==> src/rtl/mips_muldiv_pkg.sv <==
// Shared opcodes, FSM state encoding and fixed result constants for the
// MIPS multiply/divide unit.
package mips_muldiv_pkg;

    // Op field encoding as delivered by the decode stage
    localparam logic [1:0] OP_MULT  = 2'b00;
    localparam logic [1:0] OP_MULTU = 2'b01;
    localparam logic [1:0] OP_DIV   = 2'b10;
    localparam logic [1:0] OP_DIVU  = 2'b11;

    // Control FSM state encoding
    localparam logic [1:0] ST_IDLE  = 2'd0;
    localparam logic [1:0] ST_RUN   = 2'd1;
    localparam logic [1:0] ST_FIX   = 2'd2;

    // Quotient reported for a divide by zero
    localparam logic [31:0] DIV0_QUOT = 32'hFFFF_FFFF;

endpackage

==> src/rtl/muldiv_iter_unsigned.sv <==
// Unsigned 1-bit-per-cycle multiply/divide datapath.
// Multiply: shift-add on a {upper[WIDTH:0], multiplier[WIDTH-1:0]} accumulator.
// Divide:   restoring division on a {remainder[WIDTH:0], quotient[WIDTH-1:0]} accumulator.
module muldiv_iter_unsigned
    import mips_muldiv_pkg::*;
#(
    parameter int unsigned WIDTH = 32
) (
    input  logic             clk,
    input  logic             rst,
    input  logic             load,
    input  logic             load_div,
    input  logic             step,
    input  logic [WIDTH:0]   a_mag,
    input  logic [WIDTH:0]   b_mag,
    output logic [5:0]       count,
    output logic [WIDTH-1:0] res_hi,
    output logic [WIDTH-1:0] res_lo
);

    logic [2*WIDTH:0] acc;
    logic [WIDTH:0]   m;        // multiplicand or divisor magnitude
    logic             div_mode;

    logic [WIDTH+1:0] mul_sum;
    logic [2*WIDTH:0] mul_next;
    logic [WIDTH:0]   div_shift;
    logic [WIDTH+1:0] div_trial;
    logic [2*WIDTH:0] div_next;

    // Next accumulator value for one multiply step and one divide step
    always_comb begin
        mul_sum   = {1'b0, acc[2*WIDTH:WIDTH]} + (acc[0] ? {1'b0, m} : '0);
        mul_next  = {mul_sum, acc[WIDTH-1:1]};
        // Remainder stays below the divisor, so its top bit is never needed in the shift
        div_shift = {acc[2*WIDTH-1:WIDTH], acc[WIDTH-1]};
        div_trial = {1'b0, div_shift} - {1'b0, m};
        if (div_trial[WIDTH+1]) begin
            div_next = {div_shift, acc[WIDTH-2:0], 1'b0};
        end else begin
            div_next = {div_trial[WIDTH:0], acc[WIDTH-2:0], 1'b1};
        end
    end

    // Load operands on launch, then advance one step per enabled cycle
    always_ff @(posedge clk or posedge rst) begin
        if (rst) begin
            acc      <= '0;
            m        <= '0;
            div_mode <= 1'b0;
            count    <= '0;
        end else if (load) begin
            div_mode <= load_div;
            count    <= '0;
            if (load_div) begin
                m   <= b_mag;
                acc <= {{(WIDTH+1){1'b0}}, a_mag[WIDTH-1:0]};
            end else begin
                m   <= a_mag;
                acc <= {{(WIDTH+1){1'b0}}, b_mag[WIDTH-1:0]};
            end
        end else if (step) begin
            count <= count + 6'd1;
            acc   <= div_mode ? div_next : mul_next;
        end
    end

    assign res_hi = acc[2*WIDTH-1:WIDTH];
    assign res_lo = acc[WIDTH-1:0];

endmodule

==> src/rtl/mips_muldiv_unit.sv <==
// MIPS MULT/MULTU/DIV/DIVU unit with architectural HI/LO registers.
// Fixed 33-cycle latency: 32 unsigned iteration steps plus one sign-fix cycle.
module mips_muldiv_unit
    import mips_muldiv_pkg::*;
#(
    parameter int unsigned WIDTH = 32
) (
    input  logic             clk,
    input  logic             Reset,
    input  logic             Start,
    input  logic [1:0]       Op,
    input  logic [WIDTH-1:0] A,
    input  logic [WIDTH-1:0] B,
    output logic             Busy,
    output logic             Done,
    output logic [WIDTH-1:0] HI,
    output logic [WIDTH-1:0] LO,
    output logic             DivByZero
);

    localparam logic [5:0] LAST_COUNT = 6'(WIDTH - 1);

    logic [1:0]       state;
    logic             div_q;
    logic             neg_res_q;   // product / quotient must be negated
    logic             neg_rem_q;   // remainder must be negated
    logic             div0_q;
    logic [WIDTH-1:0] a_raw_q;

    logic             is_signed;
    logic [WIDTH:0]   a_ext;
    logic [WIDTH:0]   b_ext;
    logic [WIDTH:0]   a_mag;
    logic [WIDTH:0]   b_mag;
    logic             accept;

    logic [5:0]         count;
    logic [WIDTH-1:0]   res_hi;
    logic [WIDTH-1:0]   res_lo;
    logic [2*WIDTH-1:0] prod;
    logic [2*WIDTH-1:0] prod_fix;
    logic [WIDTH-1:0]   quo_fix;
    logic [WIDTH-1:0]   rem_fix;

    assign accept = (state == ST_IDLE) && Start;
    assign Busy   = (state == ST_RUN) || (state == ST_FIX);

    // Operand magnitudes; 33 bits so that |0x80000000| stays exact
    always_comb begin
        is_signed = ~Op[0];
        a_ext     = {is_signed & A[WIDTH-1], A};
        b_ext     = {is_signed & B[WIDTH-1], B};
        a_mag     = a_ext[WIDTH] ? -a_ext : a_ext;
        b_mag     = b_ext[WIDTH] ? -b_ext : b_ext;
    end

    // Sign correction of the unsigned result
    always_comb begin
        prod     = {res_hi, res_lo};
        prod_fix = neg_res_q ? -prod : prod;
        quo_fix  = neg_res_q ? -res_lo : res_lo;
        rem_fix  = neg_rem_q ? -res_hi : res_hi;
    end

    muldiv_iter_unsigned #(
        .WIDTH (WIDTH)
    ) u_iter (
        .clk      (clk),
        .rst      (Reset),
        .load     (accept),
        .load_div (Op[1]),
        .step     (state == ST_RUN),
        .a_mag    (a_mag),
        .b_mag    (b_mag),
        .count    (count),
        .res_hi   (res_hi),
        .res_lo   (res_lo)
    );

    // Control FSM, launch-time latches and HI/LO write-back
    always_ff @(posedge clk or posedge Reset) begin
        if (Reset) begin
            state     <= ST_IDLE;
            div_q     <= 1'b0;
            neg_res_q <= 1'b0;
            neg_rem_q <= 1'b0;
            div0_q    <= 1'b0;
            a_raw_q   <= '0;
            HI        <= '0;
            LO        <= '0;
            Done      <= 1'b0;
            DivByZero <= 1'b0;
        end else begin
            Done <= 1'b0;
            case (state)
                ST_IDLE: begin
                    if (Start) begin
                        div_q     <= Op[1];
                        neg_res_q <= is_signed & (A[WIDTH-1] ^ B[WIDTH-1]);
                        neg_rem_q <= is_signed & A[WIDTH-1];
                        div0_q    <= Op[1] & (B == '0);
                        a_raw_q   <= A;
                        DivByZero <= 1'b0;
                        state     <= ST_RUN;
                    end
                end
                ST_RUN: begin
                    if (count == LAST_COUNT) begin
                        state <= ST_FIX;
                    end
                end
                ST_FIX: begin
                    Done      <= 1'b1;
                    DivByZero <= div0_q;
                    state     <= ST_IDLE;
                    if (div0_q) begin
                        HI <= a_raw_q;
                        LO <= DIV0_QUOT;
                    end else if (div_q) begin
                        HI <= rem_fix;
                        LO <= quo_fix;
                    end else begin
                        HI <= prod_fix[2*WIDTH-1:WIDTH];
                        LO <= prod_fix[WIDTH-1:0];
                    end
                end
                default: state <= ST_IDLE;
            endcase
        end
    end

endmodule
==> config.mk <==
export PLATFORM = sky130hd
export DESIGN_NAME = mips_muldiv_unit
export DESIGN_NICKNAME = d
export VERILOG_FILES = /design/src/rtl/mips_muldiv_pkg.sv /design/src/rtl/muldiv_iter_unsigned.sv /design/src/rtl/mips_muldiv_unit.sv
export SDC_FILE = /design/constraint.sdc
export NUM_CORES = 1
export LEC_CHECK = 0
export BUFFER_PORTS_ARGS = -buffer_cell sky130_fd_sc_hd__buf_2
export CORE_ASPECT_RATIO = 0.5
export CORE_UTILIZATION = 30
export DETAILED_ROUTE_END_ITERATION = 8
export GPL_ROUTABILITY_DRIVEN = 0
export GPL_TIMING_DRIVEN = 0
export PLACE_DENSITY = 0.45
export SKIP_CTS_REPAIR_TIMING = 1
export SLEW_MARGIN = 20
export SYNTH_ARGS = -nofsm -noshare
export SYNTH_HDL_FRONTEND = slang
export SYNTH_SLANG_ARGS = --single-unit
==> constraint.sdc <==
create_clock -name clk -period 9.35 [get_ports clk]
set_clock_uncertainty 0.15 [all_clocks]
set_input_delay 1.87 -clock clk [delete_from_list [all_inputs] [get_ports clk]]
set_output_delay 1.87 -clock clk [all_outputs]
set_load 0.05 [all_outputs]
Yosys cells after proc, flatten, opt, wreduce, memory -nomap -nowiden
Cells that the tools add are included.
Word-level totals
  bits in registers: 209
  logic and storage cells: 66
  output and inout port bits: 67
  bits of input ports: 69
Cells by class
  reductions and logical operators: 9
  bitwise operators: 6
  muxes and demuxes: 24
  $add $sub $neg: 8
  eq/ne operators: 5
Operators by type and width (count)
  two-way mux 65 bit: 4
  two-way mux 32 bit: 7
  two-way mux 33 bit: 4
  negator 33 bit: 2
  two-way mux 64 bit: 1
  negator 32 bit: 2
  negator 64 bit: 1
  adder 33 x 34 -> 34 bit: 1
  subtractor 33 x 33 -> 34 bit: 1
  logical NOT 32 bit: 1
  two-way mux 6 bit: 2
  adder 6 x 1 -> 6 bit (second input constant): 1
  equality test 6 x 5 -> 1 bit (second input constant): 1
  AND reduction 2 bit: 3
  bitwise AND 1 bit: 4
  two-way mux 2 bit: 2
  != test 2 bit (second input constant): 2
  case mux 2 bit (2 select lines): 1
  nonzero test 2 bit: 2
  equality test 2 x 1 -> 1 bit (second input constant): 1
  equality test 2 bit (second input constant): 1
  logical NOT 2 bit: 1
  two-way mux 1 bit: 2
  case mux 1 bit (2 select lines): 1
  other kinds (4): 4

Logic depth before layout (Yosys ltp)
Gate-level depths: netlist of run 1.
  depth in word-level cells: 6
  gate-level depth with buffers: 16
  mapped depth without buffers: 14

By module
Synthesis of run 1 repeated with hierarchy kept, for this count alone.
Unflattened totals
  cells, all modules: 2056
  area total of the unflattened synthesis: 17202.7 um2
By module, submodules not included
  muldiv_iter_unsigned: instances 1, sequential area each 2627.5 um2, area an instance 10037.1 um2, cells an instance 1214
  mips_muldiv_unit: instances 1, sequential area each 2602.5 um2, area an instance 7165.6 um2, cells an instance 842

Worst setup path before layout of run 1
OpenSTA, ideal clock, no wires.
  path type: input-to-reg
  start point: in A[13]
  end point: reg u_iter.m[24]
  path slack: 5191 ps
  stages: 8
  path buffers: 0
  arrival time: 3884 ps
  setup time: 125 ps
  data required time: 9075 ps
  cells stage by stage: or4_1 -> nor4_1 -> nor3b_1 -> nand2_1 -> o31ai_1 -> xor2_1 -> o21ai_0 -> mux2_2
Between the ends
  cells in the longest elaborated chain, start to end: 3
Ends and longest elaborated chain
  start, declared: RTL line mips_muldiv_unit.sv:12  | input logic [WIDTH-1:0] A,
  negator 33 bit: RTL line mips_muldiv_unit.sv:53  | a_mag = a_ext[WIDTH] ? -a_ext : a_ext;
  two-way mux 33 bit: RTL line mips_muldiv_unit.sv:53
  two-way mux 33 bit: RTL line muldiv_iter_unsigned.sv:55  | if (load_div) begin
  end signal, assigned: RTL line muldiv_iter_unsigned.sv:56  | m <= b_mag;
  end signal, assigned: RTL line muldiv_iter_unsigned.sv:59  | m <= a_mag;
  end, declared: RTL line muldiv_iter_unsigned.sv:22  | logic [WIDTH:0] m;
No other way between the ends.
A chain may end at the register's enable or synchronous reset.

Worst setup path after layout of run 1
  start point: reg u_iter.acc[0]
  end point: reg u_iter.acc[63]
Between the ends
  cells in the longest elaborated chain, start to end: 5
Ends and longest elaborated chain
  start, declared: RTL line muldiv_iter_unsigned.sv:21  | logic [2*WIDTH:0] acc;
  start signal, assigned: RTL line muldiv_iter_unsigned.sv:57  | acc <= {{(WIDTH+1){1'b0}}, a_mag[WIDTH-1:0]};
  start signal, assigned: RTL line muldiv_iter_unsigned.sv:60  | acc <= {{(WIDTH+1){1'b0}}, b_mag[WIDTH-1:0]};
  start signal, assigned: RTL line muldiv_iter_unsigned.sv:64  | acc <= div_mode ? div_next : mul_next;
  two-way mux 33 bit: RTL line muldiv_iter_unsigned.sv:33  | mul_sum = {1'b0, acc[2*WIDTH:WIDTH]} + (acc[0] ? {1'b0, m} : '0);
  adder 33 x 34 -> 34 bit: RTL line muldiv_iter_unsigned.sv:33
  two-way mux 65 bit: RTL line muldiv_iter_unsigned.sv:64
  two-way mux 65 bit: RTL line muldiv_iter_unsigned.sv:62  | end else if (step) begin
  two-way mux 65 bit: RTL line muldiv_iter_unsigned.sv:52  | end else if (load) begin
No other way between the ends. The select of a mux whose other input is x is not followed.

==> metrics.yaml, run 1 <==
synth:
  largest_family_of_logic_cells_by_synthesized_area: "compound AO/OA/AOI/OAI gates"
  synth_async_sr_flop_share_pct: 100
  synth_fa_ha_area_share_pct: 5.95
  ys.warnings.count: 0
  synthSimpleGateAreaFrac_pct: 17.7
  synthMuxAreaShare_pct: 3.53
  synth.yosys.seq_area_share_pct: 32.0
  synth_edf_count: 0
  synth.top_cells.by_area: "sky130_fd_sc_hd__dfrtp_1 32%, sky130_fd_sc_hd__nand2_1 6.6%, sky130_fd_sc_hd__xnor2_1 6.2%"
  gate_count_of_the_mapped_netlist: 2042
  synth_nets: 2187
  synthDominantCellAreaShare_pct: 32.0
  synth_cell_type_count: 89
  synth_common_cells: "285 x sky130_fd_sc_hd__nand2_1, 208 x sky130_fd_sc_hd__dfrtp_1, 199 x sky130_fd_sc_hd__nor2_1"
  yosys_most_used_dff: "sky130_fd_sc_hd__dfrtp_1"
  area_fraction_in_compound_gates_after_synthesis_pct: 26.2
  total_standard_cell_area_after_synthesis_um2: 16200
  post_synth_xor_area_fraction_pct: 9.60
  yosys.cell_count.top_type: "sky130_fd_sc_hd__nand2_1"
  synthesis_stage_register_bit_count: 208
  syn-mean-instance-area_um2: 7.95
  post-synth-top-area-cell: "sky130_fd_sc_hd__dfrtp_1"
cells_and_area:
  n_antenna_cell: 0
  multi_input_area_um2: 10200
  sequential_cell_area_um2: 5200
  finalCoreUtilization_pct: 35.4
  finish.net_count: 2350
  finish.cell_count_without_fillers: 2921
  post_route_cells_drive_above_1_share_pct: 10.2
  area_delta_synth_final_pct: 14.7
  final.fill_count: 5677
drt:
  drc: 0
  drt.antenna.violating_nets: 0
  wirelength_um: 67200
  detailedRoute.firstPassIterationCount: 5
  routed_wirelength_normalized_by_instance_count_um: 23.0
  detail_route.vias_per_cell: 5.35
  drt_iter0_drc: 1270
  vias: 15600
cts:
  cts-buffers-inserted: 25
  h_tree_level_count: 1
  tritoncts: "built"
  clock-root-buffer: "sky130_fd_sc_hd__clkbuf_16"
  clock_insertion_delay_worst_skew_ns: 0.57
  cts.sinks: 208
  max-clock-path-buffers: 3
  clkTransAtPathRegs_ns: 0.06
grt:
  grt_antenna_before_repair: 1
  grt_max_degree: 94
  first_global_vias: 15300
  globalRouteOverflowTotal: 0
  grt.total_usage_pct: 24.0
  grt_first_pass_wirelength_um: 99200
timing:
  fin_ws_ns: 4.55
  final.min_clock_period_ns: 4.80
  report.final.hold_viol_count: 0
  finalSetupViolCount: 0
  holdWs_ns: 0.332
  slew-limit-headroom_pct: 25.0
  fin_crit_sh_pct: 51.4
  tightest_slew_ns: 1.12
  maxSlewViolCount: 0
  unrepaired_setup_endpoints_after_global_routing: "false"
  clock.fmax_mhz: 208
worst_setup_path:
  crit_type: "reg -> reg"
  ff2ff_path_depth: 15
  worst_path_most_repeated_cell: "sky130_fd_sc_hd__clkbuf_1"
  crit_path_start_kind: "flop"
  critPathArrivalTime_ns: 5.11
  crit_cells: 15
  critical_path.cell_chain: "clkbuf_1 > inv_1 > clkbuf_1 > nor2_1 > ha_1 > nor2b_1 > o2111a_1 > o21ai_0 > a21oi_1 > o21ai_1 > o21a_1 > o311ai_0 > o211ai_1 > xnor2_1 > a221o_1"
  critical_path.n_buffers_inverters: 3
  cp-end-kind: "flop"
  cp_data_required_time_ns: 9.65
  cp_slowest_cell: "sky130_fd_sc_hd__clkbuf_1"
  critPathMaxStageDelay_ns: 0.45
  critical_path.top_delay_family: "compound AO/OA/AOI/OAI gates"
  critical_path_peak_fanout: 10
floorplanning:
  placementRows: 59
  pin_count: 136
  die_x_um: 331
  die_h_um: 167
  coreArea_um2: 52700
  start_util_pct: 30.8
  die-area_um2: 55100
power_and_ir_drop:
  vdd_drop_max_mv: 0.155
  total_leakage_power_nw: 8.04
  power_density_nw_per_um2: 419
  fin_total_pwr_mw: 7.81
placed_design:
  dp_worst_setup_slack_ns: 4.34
  detailed_place_hpwl_um: 53900
  place_inst: 2879
  io_buffers: 134
job:
  maxCapViolations: 0
run_status:
  result_of_the_run: "finished clean"
hold_path:
  min-delay-path-class: "reg -> reg"
  hold_depth: 2
==> through the flow <==
stage | cell area [um2] | TNS (ns)
CTS | 18600 | 0
global placement | 17800 | -292.15
global route | 18600 | 0
detailed placement | 17900 | 0
floorplan | 16200 | 0
finish | 18600 | 0
==> logic make-up (layout without fill, tap and decap cells) <==
family	after synthesis	after routing
buffers and inverters	211	389
AOI/OAI and AO/OA	659	659
muxes	56	56
xor gates and xnor gates	178	178
DFF	208	208
and+or+nand+nor	654	654
adders and majority gates	76	76
==> placed cells by master, fill, tap and decap left out, types with 34 or more instances in the layout <==
cell type	count
sky130_fd_sc_hd__xnor2_1	115
sky130_fd_sc_hd__clkbuf_1	104
sky130_fd_sc_hd__inv_1	84
sky130_fd_sc_hd__dfrtp_1	208
sky130_fd_sc_hd__buf_2	145
sky130_fd_sc_hd__o21ai_0	187
sky130_fd_sc_hd__a21o_1	34
sky130_fd_sc_hd__ha_1	74
sky130_fd_sc_hd__xor2_1	63
sky130_fd_sc_hd__o211ai_1	60
sky130_fd_sc_hd__nor2_1	199
sky130_fd_sc_hd__a21oi_1	179
sky130_fd_sc_hd__nand2_1	285
sky130_fd_sc_hd__mux2i_1	46
==> routing by layer <==
layer  vias up  share of wire, %  global-route usage (%)
li1       7568                 -                       -
met1      7597                48                    34.4
met2       425                43                    36.7
met3        46               7.6                    5.92
met4         0               1.4                    3.61
met5         -                 0                       0
==> sequential cells by signal, summed over array words and instances (netlist names) <==
register,flops
LO,32
state,2
div_q,1
neg_rem_q,1
neg_res_q,1
u_iter.m,33
a_raw_q,32
HI,32
div0_q,1
Done,1
u_iter.acc,65
u_iter.count,6
DivByZero,1
==> final timing paths <==
check,from,end,slack (ns)
min reg2reg,a_raw_q[5],a_raw_q[5],0.33
max in group asynchronous,Reset,u_iter.m[2],6.75
min,a_raw_q[5],a_raw_q[5],0.33
max,u_iter.acc[0],u_iter.acc[63],4.55
min in group asynchronous,Reset,LO[28],1.11
max reg2reg,u_iter.acc[0],u_iter.acc[63],4.55
==> report_power, final <==
group          leakage [nW]  switching, mW  internal, mW
Combinational          5.14           3.37          1.69
Sequential             2.53          0.463          1.32
Clock                 0.369          0.425         0.541
==> layout make-up <==
cell class,count,area share [%]
clock inverter,5,0.269
multi-input combinational,1623,54.8
inverter,86,1.77
sequential,208,27.9
timing repair buffer,136,3.89
tap,701,4.71
clock buffer,37,3.92
buffer,125,2.65
==> worst register-to-register path: stages (launching register included) <==
cell and delay (ns):
sky130_fd_sc_hd__dfrtp_1 0.36, sky130_fd_sc_hd__clkbuf_1 0.29, sky130_fd_sc_hd__inv_1 0.36, sky130_fd_sc_hd__clkbuf_1 0.45, sky130_fd_sc_hd__nor2_1 0.12, sky130_fd_sc_hd__ha_1 0.36
sky130_fd_sc_hd__nor2b_1 0.22, sky130_fd_sc_hd__o2111a_1 0.27, sky130_fd_sc_hd__o21ai_0 0.17, sky130_fd_sc_hd__a21oi_1 0.31, sky130_fd_sc_hd__o21ai_1 0.19, sky130_fd_sc_hd__o21a_1 0.32
sky130_fd_sc_hd__o311ai_0 0.43, sky130_fd_sc_hd__o211ai_1 0.22, sky130_fd_sc_hd__xnor2_1 0.17, sky130_fd_sc_hd__a221o_1 0.32
(Power assumes the default switching activity.)
==> run 2, diff against run 1 <==
ABC_AREA = 1   (was default)
PLACE_DENSITY = 0.44   (was 0.45)
clock period = 4.8 ns   (was 9.35 ns; I/O delays follow)
==> run 2 against run 1 <==
Compared with the run above: sequential power grew 100%; non-clock buffer count is 21 lower; power increased by 120%; via count is 46% higher; critical path type unchanged; largest power group unchanged.
==> metrics.yaml, run 2 <==
drt:
  drc: 0
  routed_wirelength_normalized_by_instance_count_um: 23.8
  vias: 22800
  wirelength_um: 101000
  drt_iter0_drc: 2574
  detail_route.vias_per_cell: 5.40
  drt.antenna.violating_nets: 0
  detailedRoute.firstPassIterationCount: 6
grt:
  grt_antenna_before_repair: 5
  grt.total_usage_pct: 30.3
  first_global_vias: 21100
  grt_first_pass_wirelength_um: 145000
  globalRouteOverflowTotal: 0
  grt_max_degree: 31
worst_setup_path:
  cp-end-kind: "flop"
  cp_data_required_time_ns: 5.14
  critPathArrivalTime_ns: 4.38
  critPathMaxStageDelay_ns: 0.54
  critical_path_peak_fanout: 10
  crit_path_start_kind: "flop"
  crit_type: "reg -> reg"
  critical_path.top_delay_family: "simple AND/OR/NAND/NOR gates"
  cp_slowest_cell: "sky130_fd_sc_hd__buf_1"
  critical_path.n_buffers_inverters: 5
  critical_path.cell_chain: "buf_2 > buf_1 > nand2_1 > inv_1 > ha_1 > inv_1 > fa_1 > inv_1 > nand3_1 > nand3_1 > nand2_1 > nand2_1 > nand2_1 > nand2_1 > nand3_1 > nand3_1 > nand3_1 > nand3_1 > nand2_1"
hold_path:
  min-delay-path-class: "reg -> reg"
cells_and_area:
  largest_registers: "u_iter.acc (65), u_iter.m (33)"
  final_common_cell: "sky130_fd_sc_hd__nand2_1"
  regMostFlops: "u_iter.acc"
  mostFrequentLayoutCells: "1044 x sky130_fd_sc_hd__nand2_1, 488 x sky130_fd_sc_hd__inv_1, 332 x sky130_fd_sc_hd__nand3_1, 261 x sky130_fd_sc_hd__nor2_1, 208 x sky130_fd_sc_hd__dfrtp_1"
  finish.net_count: 3513
  max_reg_flops: 65
  final_area_um2: 22000
  post_route_cells_drive_above_1_share_pct: 7.80
  final.fill_count: 7175
  area_delta_synth_final_pct: 14.1
cts:
  cts.sinks: 208
  clkTransAtPathRegs_ns: 0.08
  tritoncts: "built"
  clock-root-buffer: "sky130_fd_sc_hd__clkbuf_16"
  max-clock-path-buffers: 3
  clock_insertion_delay_worst_skew_ns: 0.61
  cts-buffers-inserted: 24
  h_tree_level_count: 1
synth:
  yosys.cell_count.top_type: "sky130_fd_sc_hd__nand2_1"
  yosys_most_used_dff: "sky130_fd_sc_hd__dfrtp_1"
  total_standard_cell_area_after_synthesis_um2: 19300
  synth.top_cells.by_area: "sky130_fd_sc_hd__dfrtp_1 27%, sky130_fd_sc_hd__nand2_1 20%, sky130_fd_sc_hd__inv_1 9.5%"
  synth_nets: 3345
  syn-mean-instance-area_um2: 6.02
  synthDominantCellAreaShare_pct: 27.0
  synth_cell_type_count: 56
  synth.yosys.seq_area_share_pct: 27.0
  ys.warnings.count: 0
  post-synth-top-area-cell: "sky130_fd_sc_hd__dfrtp_1"
  gate_count_of_the_mapped_netlist: 3200
  synth_async_sr_flop_share_pct: 100
  synth_edf_count: 0
  synth_common_cells: "1044 x sky130_fd_sc_hd__nand2_1, 489 x sky130_fd_sc_hd__inv_1, 332 x sky130_fd_sc_hd__nand3_1"
  synthesis_stage_register_bit_count: 208
floorplanning:
  placementRows: 65
  die_h_um: 181
  die_x_um: 361
  coreArea_um2: 63300
  start_util_pct: 30.5
  die-area_um2: 65300
  pin_count: 136
timing:
  unrepaired_setup_endpoints_after_global_routing: "false"
  holdWs_ns: 0.310
  slew-limit-headroom_pct: 20.3
  clock.fmax_mhz: 247
  maxSlewViolCount: 0
  finalSetupViolCount: 0
  fin_crit_sh_pct: 84.4
  final.min_clock_period_ns: 4.05
  tightest_slew_ns: 1.19
  report.final.hold_viol_count: 0
placed_design:
  placed_area_um2: 21100
  detailed_place_hpwl_um: 84000
  io_buffers: 135
job:
  maxCapViolations: 0
power_and_ir_drop:
  total_leakage_power_nw: 11.5
  fin_total_pwr_mw: 17.1
  vdd_drop_max_mv: 0.341
  power_density_nw_per_um2: 775
run_status:
  result_of_the_run: "finished clean"
==> run 2: changes by cell type after synthesis, moves of 29 or more <==
cell                       delta
sky130_fd_sc_hd__nand4_1     +32
sky130_fd_sc_hd__nand3_1    +303
sky130_fd_sc_hd__o211ai_1    -29
sky130_fd_sc_hd__nor2_1      +63
sky130_fd_sc_hd__mux2i_1     -46
sky130_fd_sc_hd__o22a_1      -32
sky130_fd_sc_hd__a21o_1      -29
sky130_fd_sc_hd__xnor2_1    -107
sky130_fd_sc_hd__inv_1      +404
sky130_fd_sc_hd__a21oi_1     -53
sky130_fd_sc_hd__nand2_1    +759
==> run 2: path summary, 6_finish.rpt <==
check | startpoint | end | slack, ns | cells past startpoint
worst max-delay path | u_iter.acc[0] | u_iter.acc[59] | 0.75 | 19
worst min-delay path | u_iter.count[4] | u_iter.count[4] | 0.31 | 1
worst max register to register | u_iter.acc[0] | u_iter.acc[59] | 0.75 | 19
worst min register to register | u_iter.count[4] | u_iter.count[4] | 0.31 | 1
max in group asynchronous | Reset | HI[16] | 2.86 | 6
min in group asynchronous | Reset | u_iter.acc[64] | 0.32 | 2
==> run 2: per-stage QoR <==
| stage | TNS [ns] | instances | utilization [%] | setup slack [ns] |
|---|---|---|---|---|
| floorplan | 0 | 3200 | - | 0.990 |
| global placement | -161.03 | 4172 | 33.2 | -0.847 |
| detailed placement | 0 | 4179 | 33.4 | 0.931 |
| CTS | 0 | 4222 | 34.8 | 0.913 |
| global route | 0 | 4222 | 34.8 | 0.546 |
| finish | 0 | 4225 | 34.8 | 0.751 |
==> run 2: cell families after synthesis <==
family | share of synthesized area (%)
fa+ha+maj | 5.01
buf+inv | 12.1
flops | 27.0
simple gates | 39.3
xor+xnor | 2.91
compound gates | 13.7
==> run 2: metal layers <==
metal / track usage [%] / part of all wire, % / up-vias
met5: 0 / 0.036 / -
met2: 43.8 / 40 / 1082
li1: - / - / 10600
met4: 7.08 / 2.7 / 6
met3: 10.2 / 12 / 155
met1: 43.0 / 45 / 11000
==> run 2: area by class of cell <==
cell class / count / area (um2) / share of cell area [%]
diodes: 3 / 7.51 / 0.0341
clock buffers: 33 / 684 / 3.11
multi-input cells: 2383 / 11800 / 53.4
clock inverters: 10 / 163 / 0.739
well taps: 837 / 1050 / 4.76
inverters: 511 / 1920 / 8.73
plain buffers: 98 / 408 / 1.85
repair buffers: 142 / 816 / 3.71
flip-flops and latches: 208 / 5200 / 23.7
==> run 2: power breakdown <==
group,internal [mW],switching [mW]
registers,2.54,1.07
logic,3.12,8.22
clock network,1.17,0.932
total,6.83,10.2
==> run 3, diff against run 2 <==
PLACE_DENSITY = 0.46   (was 0.44)
clock period = 3.48 ns   (was 4.8 ns; I/O delays follow)
==> run 3 against run 2 <==
Compared with the run above: routed wire length fell by 1.7%; first-iteration DRC count up 11%; largest power group unchanged; power grew 37%; critical path type unchanged.
==> metrics.yaml, run 3 (synthesis results as in run 2) <==
drt:
  drt.antenna.violating_nets: 0
  drt_iter0_drc: 2848
  detail_route.vias_per_cell: 5.41
  wirelength_um: 98900
  detailedRoute.firstPassIterationCount: 7
  routed_wirelength_normalized_by_instance_count_um: 23.4
  vias: 22900
  drc: 0
grt:
  grt_antenna_before_repair: 2
  grt.total_usage_pct: 29.7
  grt_max_degree: 33
  first_global_vias: 21200
  grt_first_pass_wirelength_um: 142000
  globalRouteOverflowTotal: 0
floorplanning:
  die_x_um: 361
  placementRows: 65
  start_util_pct: 30.5
  coreArea_um2: 63300
  die_h_um: 181
  die-area_um2: 65300
  pin_count: 136
worst_setup_path:
  crit_path_start_kind: "flop"
  worst_path_most_repeated_cell: "sky130_fd_sc_hd__inv_1"
  critical_path.cell_chain: "inv_1 > ha_1 > clkbuf_1 > nor2_1 > inv_1 > clkbuf_1 > o21ai_0 > inv_1"
  critPathArrivalTime_ns: 3.73
  cp-end-kind: "flop"
  cp_data_required_time_ns: 3.81
  cp_slowest_cell: "sky130_fd_sc_hd__nor2_1"
  crit_type: "reg -> reg"
  critical_path.top_delay_family: "buffers and inverters"
  critical_path.n_buffers_inverters: 5
  critPathMaxStageDelay_ns: 1.04
  critical_path_peak_fanout: 10
timing:
  tns_ns: 0
  report.final.hold_viol_count: 0
  tightest_slew_ns: 1.25
  clock.fmax_mhz: 294
  slew-limit-headroom_pct: 16.4
  fin_crit_sh_pct: 97.9
  maxSlewViolCount: 0
  unrepaired_setup_endpoints_after_global_routing: "false"
  final.min_clock_period_ns: 3.41
  finalSetupViolCount: 0
hold_path:
  min-delay-path-class: "in -> async"
cells_and_area:
  regMostFlops: "u_iter.acc"
  final.fill_count: 7172
  mostFrequentLayoutCells: "1040 x sky130_fd_sc_hd__nand2_1, 488 x sky130_fd_sc_hd__inv_1, 331 x sky130_fd_sc_hd__nand3_1, 261 x sky130_fd_sc_hd__nor2_1, 208 x sky130_fd_sc_hd__dfrtp_1"
  max_reg_flops: 65
  sequential_cell_area_um2: 5200
  multi_input_area_um2: 11800
  post_route_cells_drive_above_1_share_pct: 8.04
  largest_registers: "u_iter.acc (65), u_iter.m (33)"
  area_delta_synth_final_pct: 14.4
  finalCoreUtilization_pct: 34.9
  finish.net_count: 3513
  final_common_cell: "sky130_fd_sc_hd__nand2_1"
  final_area_um2: 22100
run_status:
  result_of_the_run: "finished clean"
power_and_ir_drop:
  total_leakage_power_nw: 11.5
  fin_total_pwr_mw: 23.4
  pwr-share-seq_pct: 21.4
  power_density_nw_per_um2: 1060
  swShare_pct: 59.5
  vdd_drop_max_mv: 0.445
  cell_internal_pwr_mw: 9.48
  combinational_fraction_of_design_power_pct: 66.4
  net-switching-power_mw: 13.9
  clock_power_share_pct: 12.2
job:
  maxCapViolations: 0
cts:
  clkTransAtPathRegs_ns: 0.06
  h_tree_level_count: 1
  clock-root-buffer: "sky130_fd_sc_hd__clkbuf_16"
  max-clock-path-buffers: 3
  cts-buffers-inserted: 24
  cts.sinks: 208
  clock_insertion_delay_worst_skew_ns: 0.60
  tritoncts: "built"
placed_design:
  io_buffers: 135
  detailed_place_hpwl_um: 82300
  placed_area_um2: 21200
-- run 3: cell count changes in the layout (fill, tap and decap cells not counted), sizes merged --
cell,change
inv,-2
clkbuf,+1
clkinv,+1
-- run 3: cell type report --
type,count,share of cell area (%)
Multi-Input combinational cell,2383,53.4
Clock inverter,9,0.686
Sequential cell,208,23.6
Clock buffer,34,3.21
Inverter,511,8.71
Tap cell,837,4.75
Antenna cell,3,0.0340
Buffer,98,1.91
Timing Repair Buffer,142,3.73
-- run 3: power groups by stage --
stage	sequential [mW]	clock, mW	combinational, mW
finish	5.01	2.85	15.5
global route	5.06	2.98	16.9
CTS	4.96	2.87	15.2
detailed placement	5.01	0	15.1
global placement	5.00	0	15.1
floorplan	5.43	0	9.27
-- run 3: metrics by stage --
stage                     std cells  worst slack (ns)  hold WS, ns
after detailed placement       4179            -0.409        0.309
final                          4225            0.0735       0.0315
after floorplan                3200           -0.0662        0.284
after CTS                      4222            -0.469       0.0455
after global routing           4222           0.00650       0.0587
after global placement         4172             -1.87        0.303
-- run 3: worst reg2reg max path, delay by kind of cell, from the launching register on --
kind / cells / cell delay (ns)
AOI/OAI and AO/OA: 1 / 0.33
buffers and inverters: 5 / 1.19
DFF: 1 / 0.39
and+or+nand+nor: 1 / 1.04
adders and majority gates: 1 / 0.20
-- run 3: final timing paths --
kind	slack, ns	start	end	depth (start not counted)
worst max-delay path	0.07	state[1]	u_iter.acc[2]	8
worst min-delay path	0.03	Reset	u_iter.acc[64]	2
worst max register to register	0.07	state[1]	u_iter.acc[2]	8
worst min register to register	0.31	u_iter.count[4]	u_iter.count[4]	1
max in group asynchronous	1.92	Reset	u_iter.count[3]	6
min in group clk	0.25	A[11]	a_raw_q[11]	3
-- run 3: layer usage --
metal	share of wire (%)	GRT usage [%]	vias up	wire length, um
li1	-	-	10600	-
met1	45	41.9	10900	44300
met2	40	42.8	1127	39800
met3	12	9.41	180	11400
met4	3.5	8.94	2	3450
met5	0.010	0	-	10
